<file path="config.mk">
export PLATFORM = sky130hd
export DESIGN_NAME = parallel_bus_autoincrement_slave
export DESIGN_NICKNAME = d
export VERILOG_FILES = /design/src/rtl/parallel_bus_autoincrement_slave.sv
export SDC_FILE = /design/constraint.sdc
export NUM_CORES = 1
export LEC_CHECK = 0
export BUFFER_PORTS_ARGS = -buffer_cell sky130_fd_sc_hd__buf_2
export CORE_MARGIN = 2
export CORE_UTILIZATION = 56
export CTS_BUF_LIST = sky130_fd_sc_hd__clkbuf_4 sky130_fd_sc_hd__clkbuf_8 sky130_fd_sc_hd__clkbuf_16
export CTS_CLUSTER_SIZE = 40
export DETAILED_ROUTE_END_ITERATION = 6
export PLACE_DENSITY = 0.79
export SETUP_SLACK_MARGIN = 0.15
export SLEW_MARGIN = 20
export SYNTH_ARGS = -nofsm -noshare
export SYNTH_HDL_FRONTEND = slang
export SYNTH_SLANG_ARGS = --single-unit
</file>
<file path="constraint.sdc">
create_clock -name clock -period 2.85 [get_ports clock]
set_input_delay 0.1425 -clock clock [delete_from_list [all_inputs] [get_ports clock]]
set_output_delay 0.1425 -clock clock [all_outputs]
set_load 0.01 [all_outputs]
</file>
<file path="src/rtl/parallel_bus_autoincrement_slave.sv">
// Parallel bus slave bridging the Raspberry Pi master to a synchronous dual-port RAM.
// Multi-slice addressing, word assembly, optional auto-increment and a protocol-error counter.
module parallel_bus_autoincrement_slave #(
    parameter int WIDTH                 = 8,
    parameter int TRANSACTIONS_PER_WORD = 4,
    parameter int ADDRESS_TRANSACTIONS  = 2,
    parameter int AUTO_INCREMENT        = 1,
    parameter int ERROR_COUNTER_WIDTH   = 16,
    localparam int ADDRESS_WIDTH        = ADDRESS_TRANSACTIONS * WIDTH,
    localparam int WORD_WIDTH           = TRANSACTIONS_PER_WORD * WIDTH
) (
    input  logic                           clock,
    input  logic                           reset,
    input  logic [WIDTH-1:0]               bus_in,
    output logic [WIDTH-1:0]               bus_out,
    output logic                           bus_oe,
    input  logic                           read,
    input  logic                           register_select,
    input  logic                           enable,
    output logic                           ack_valid,
    output logic [ADDRESS_WIDTH-1:0]       mem_address,
    output logic [WORD_WIDTH-1:0]          mem_write_data,
    output logic                           mem_write_strobe,
    input  logic [WORD_WIDTH-1:0]          mem_read_data,
    output logic [ERROR_COUNTER_WIDTH-1:0] errors
);

    localparam int AC_W = (ADDRESS_TRANSACTIONS > 1) ? $clog2(ADDRESS_TRANSACTIONS) : 1;
    localparam int WC_W = (TRANSACTIONS_PER_WORD > 1) ? $clog2(TRANSACTIONS_PER_WORD) : 1;
    localparam logic [AC_W-1:0] A_MAX = AC_W'(ADDRESS_TRANSACTIONS - 1);
    localparam logic [WC_W-1:0] W_MAX = WC_W'(TRANSACTIONS_PER_WORD - 1);

    logic [WIDTH-1:0] bus_in_m, bus_in_s;
    logic             read_m, read_s;
    logic             register_select_m, register_select_s;
    logic             enable_m, enable_s, enable_prev;
    logic             ready_m, ready_s, armed;

    logic [AC_W-1:0] acount;
    logic [WC_W-1:0] wword, rword;

    logic [ADDRESS_TRANSACTIONS-1:0][WIDTH-1:0]  addr_sr, addr_next;
    logic [TRANSACTIONS_PER_WORD-1:0][WIDTH-1:0] write_sr, write_next;
    logic [TRANSACTIONS_PER_WORD-1:0][WIDTH-1:0] read_latch, read_src;

    logic action, act_addr, act_write, act_read, act_status;
    logic w_partial, r_partial, a_partial, err;

    // armed only after a genuine low level is seen, so an enable held across reset is ignored
    always_ff @(posedge clock) begin
        if (reset) begin
            bus_in_m          <= '0;
            bus_in_s          <= '0;
            read_m            <= 1'b0;
            read_s            <= 1'b0;
            register_select_m <= 1'b0;
            register_select_s <= 1'b0;
            enable_m          <= 1'b0;
            enable_s          <= 1'b0;
            enable_prev       <= 1'b0;
            ready_m           <= 1'b0;
            ready_s           <= 1'b0;
            armed             <= 1'b0;
        end else begin
            bus_in_m          <= bus_in;
            bus_in_s          <= bus_in_m;
            read_m            <= read;
            read_s            <= read_m;
            register_select_m <= register_select;
            register_select_s <= register_select_m;
            enable_m          <= enable;
            enable_s          <= enable_m;
            enable_prev       <= enable_s;
            ready_m           <= 1'b1;
            ready_s           <= ready_m;
            if (ready_s && !enable_s) begin
                armed <= 1'b1;
            end
        end
    end

    always_comb begin
        action     = armed & enable_s & ~enable_prev;
        act_addr   = action & ~read_s & ~register_select_s;
        act_write  = action & ~read_s &  register_select_s;
        act_read   = action &  read_s &  register_select_s;
        act_status = action &  read_s & ~register_select_s;
        w_partial  = (wword != W_MAX);
        r_partial  = (rword != W_MAX);
        a_partial  = (acount != A_MAX);
        err        = (act_addr  & (w_partial | r_partial))
                   | (act_write & (r_partial | a_partial))
                   | (act_read  & (w_partial | a_partial));
    end

    always_comb begin
        addr_next          = addr_sr;
        addr_next[acount]  = bus_in_s;
        write_next         = write_sr;
        write_next[wword]  = bus_in_s;
        read_src           = (rword == W_MAX) ? mem_read_data : read_latch;
    end

    always_ff @(posedge clock) begin
        if (reset) begin
            ack_valid        <= 1'b0;
            bus_oe           <= 1'b0;
            bus_out          <= '0;
            mem_write_strobe <= 1'b0;
            mem_write_data   <= '0;
            mem_address      <= '0;
            read_latch       <= '0;
            errors           <= '0;
            addr_sr          <= '0;
            write_sr         <= '0;
            acount           <= A_MAX;
            wword            <= W_MAX;
            rword            <= W_MAX;
        end else begin
            mem_write_strobe <= 1'b0;
            ack_valid        <= enable_s & (action | ack_valid);
            bus_oe           <= read_s;

            if (err && errors != '1) begin
                errors <= errors + ERROR_COUNTER_WIDTH'(1);
            end

            // write increment lands one cycle after the strobe so the RAM sees the old address
            if (mem_write_strobe && AUTO_INCREMENT != 0) begin
                mem_address <= mem_address + ADDRESS_WIDTH'(1);
            end

            if (act_addr) begin
                addr_sr <= addr_next;
                if (acount == '0) begin
                    mem_address <= addr_next;
                    acount      <= A_MAX;
                end else begin
                    acount <= acount - AC_W'(1);
                end
                if (acount == '0 || w_partial || r_partial) begin
                    wword <= W_MAX;
                    rword <= W_MAX;
                end
            end

            if (act_write) begin
                rword    <= W_MAX;
                acount   <= A_MAX;
                write_sr <= write_next;
                if (wword == '0) begin
                    mem_write_strobe <= 1'b1;
                    mem_write_data   <= write_next;
                    wword            <= W_MAX;
                end else begin
                    wword <= wword - WC_W'(1);
                end
            end

            if (act_read) begin
                wword   <= W_MAX;
                acount  <= A_MAX;
                bus_out <= read_src[rword];
                if (rword == W_MAX) begin
                    read_latch <= mem_read_data;
                end
                if (rword == '0) begin
                    rword <= W_MAX;
                    if (AUTO_INCREMENT != 0) begin
                        mem_address <= mem_address + ADDRESS_WIDTH'(1);
                    end
                end else begin
                    rword <= rword - WC_W'(1);
                end
            end

            if (act_status) begin
                bus_out <= WIDTH'(errors);
            end
        end
    end

endmodule

</file>
==> flow_summary.json <==
{
  "status": "finished clean",
  "synth_top_area_share_pct": 46.24,
  "fmax_mhz": 422.9,
  "worstPathArrival_ps": 2680,
  "most-common-layout-cells": "170 x dfxtp_1, 118 x buf_2, 110 x nand2_1",
  "coreArea_um2": 12720,
  "dp_hpwl_mm": 11.00,
  "port-buffer-count": 119,
  "die_w_um": 118.6,
  "cts_setup_buffers": 0,
  "dr_total_vias": 6289,
  "finClkSkew_ps": 7.272,
  "clk_latency_ps": 430,
  "layout_commonest_cell": "dfxtp_1",
  "drtIter0Drc": 710,
  "r2r_slack_ps": 490,
  "cts_root_buffer": "clkbuf_16",
  "required_ps": 3170,
  "synth_compound_area_share_pct": 12.84,
  "fp.dieH_um": 118.6,
  "wl_mm": 17.88,
  "htreeDepth": 4,
  "synth_area_um2": 7360,
  "synth_top_family_by_area": "simple AND/OR/NAND/NOR gates",
  "numCtsBuffers": 17,
  "seqCellArea_um2": 3403,
  "r2r-end": "errors[9]$_SDFFE_PP0P_",
  "peakVddDrop_mv": 0.4257,
  "cap_violations": 0,
  "synthesis.nets": 867,
  "multi_input_area_um2": 3608,
  "async_flop_share_pct": 0,
  "synthMuxAreaShare_pct": 13.43,
  "first_global_vias": 5809,
  "overflow": 0,
  "clkSlewWorstSetupHoldPaths_ps": 60,
  "wire_per_inst_um": 15.88,
  "final_hold_viol_count": 0,
  "yosys.area_share.simple_pct": 19.84,
  "dpl_worst_slack_ps": 473.3,
  "whs_path_depth": 2,
  "critPathKind": "reg -> reg",
  "ys_seq_elements": 170,
  "post_drt_via_cell_ratio": 5.585,
  "gp_congestion": 0.8456,
  "synth_cells": 814,
  "utilization_pct": 71.11,
  "grt_setup_unrepaired": "false",
  "hold_class": "in -> reg",
  "fillers": 1018,
  "nNetsFinal": 993,
  "yosysSeqAreaShare_pct": 46.24,
  "whs_endpoint": "register_select_m$_SDFF_PP0_",
  "finalWorstPathRequiredPeriod_ps": 2365,
  "synth_xor_area_share_pct": 1.547,
  "cts_buffer_depth": 2,
  "synth.area.top_cells": "dfxtp_1 46%, mux2i_1 7.6%, nand2_1 5.6%",
  "pwr_density_cell_nw_per_um2": 561.4,
  "critPathLaunchType": "flip-flop",
  "finalCritPeriodShare_pct": 82.97,
  "maxSlewHeadroom_pct": 57.70,
  "synth_cell_types": 57,
  "initial_core_util_pct": 57.85,
  "grt_pass1_wl_mm": 29.03,
  "area_growth_pct": 22.92,
  "ant_nets": 0,
  "dieArea_um2": 14080,
  "critPathCaptureType": "flip-flop",
  "grt_start_max_net_pins": 63,
  "reg2regPathDepth": 6,
  "row_count": 41,
  "synthAdderAreaFrac_pct": 1.360,
  "syn_avg_cell_area_um2": 9.041,
  "slew_viol_final": 0,
  "synth_edf_count": 0,
  "setup_slack_ps": 485.4,
  "pin_count": 120,
  "antenna_found_initial": 1,
  "p_total_w": 0.005078,
  "setup_viol": 0,
  "min_from": "reset",
  "ys.flop_type": "dfxtp_1",
  "layout-drive-gt1-share_pct": 19.94,
  "setup_tns_ps": 0,
  "cts_tree": "done",
  "drc": 0,
  "grt_usage_pct": 25.61,
  "p_leak_nw": 3.534,
  "yosysWarnings": 0,
  "worst_pin_slew_ps": 634.5,
  "cts_sinks": 170,
  "first_pass_iters": 7,
  "r2r-start": "wword[1]$_SDFFE_PP1P_",
  "synth_area_leader_cell": "dfxtp_1",
  "crit_fanout": 18
}
-- worst max path at each step --
stage / startpoint / endpoint / slack, ps
after global routing: wword[0]$_SDFFE_PP1P_ / errors[9]$_SDFFE_PP0P_ / 230
after global placement: wword[1]$_SDFFE_PP1P_ / errors[9]$_SDFFE_PP0P_ / 570
after detailed placement: wword[1]$_SDFFE_PP1P_ / errors[9]$_SDFFE_PP0P_ / 470
after CTS: wword[1]$_SDFFE_PP1P_ / errors[9]$_SDFFE_PP0P_ / 460
after floorplan: rword[1]$_SDFFE_PP1P_ / mem_address[3]$_SDFF_PP0_ / 840
final: wword[1]$_SDFFE_PP1P_ / errors[9]$_SDFFE_PP0P_ / 490
-- cell usage after synthesis (3+ instances only) --
cell	count
dfxtp_1	170
nand2_1	110
nor2_1	83
a21oi_1	65
mux2i_1	56
clkbuf_1	43
a211oi_1	33
nor2b_1	32
o21ai_0	24
nand3_1	23
inv_1	16
mux4_2	16
buf_2	12
a22oi_1	11
and2_1	8
ha_1	8
nand4_1	8
nor4_1	8
xnor2_1	7
nor3_1	6
or4_1	6
xor2_1	6
mux2_2	5
o31ai_1	5
buf_1	4
or3_1	4
and3_1	3
buf_4	3
nand3b_1	3
-- registers in the layout (all words and copies together), names as in the netlist, 8 cells and up --
| name | count |
|---|---|
| bus_out | 8 |
| bus_in_s | 8 |
| bus_in_m | 8 |
| mem_write_data | 32 |
| errors | 16 |
| mem_address | 16 |
| read_latch | 32 |
| addr_sr | 8 |
| write_sr | 24 |
-- per-stage QoR --
| step | cells | hold WS [ps] | cell area, um^2 |
|---|---|---|---|
| 6_report | 1126 | 144.3 | 9046 |
| 5_1_grt | 1126 | 153.4 | 9046 |
| 4_1_cts | 1125 | 128.5 | 9044 |
| 3_5_place_dp | 1050 | 354.6 | 7973 |
| 3_3_place_gp | 1050 | 355.3 | 7973 |
| 2_1_floorplan | 814 | 233.1 | 7360 |
-- cell type report --
| class | count | share of cell area [%] |
|---|---|---|
| clock buffers | 22 | 5.256 |
| well taps | 172 | 2.379 |
| diodes | 1 | 0.02766 |
| clock inverters | 10 | 1.826 |
| multi-input cells | 562 | 39.89 |
| inverters | 18 | 0.7469 |
| repair buffers | 171 | 12.25 |
| flip-flops and latches | 170 | 37.62 |
-- worst max-delay path, cell delays in order (launching register included) --
cell and delay (ps):
dfxtp_1 390, ha_1 530, o21ai_0 170, and2_4 200
nor2_2 500, nor4_1 150, mux2_2 300
-- per-layer routing --
layer  vias up  GRT usage [%]  wire length [um]  share of wire [%]
li1       3101              -                 -                  -
met1      2937          34.30              7995                 45
met2       207          40.34              8432                 47
met3        44          5.309              1019                5.7
met4         0          10.49               432                2.4
met5         -              0                 0                  0
-- report_power, final --
group | internal [W] | total (W) | switching, W
clock network | 0.00155 | 0.00248 | 0.000932
registers | 0.00239 | 0.00242 | 0.0000239
logic | 0.0000949 | 0.000182 | 0.0000874
-- kinds of logic after synthesis --
logic type,Yosys count
simple gates,309
flops,170
compound gates,154
buf+inv,82
mux,78
xor+xnor,13
fa+ha+maj,8
-- what timing repair did --
action / in CTS / in global routing
gates resized for setup: 0 / 0
setup endpoints to repair: 0 / 0
hold buffers: 43 / 0
hold endpoints to repair: 43 / 0
Note: power is estimated with default switching activity, not from simulation.
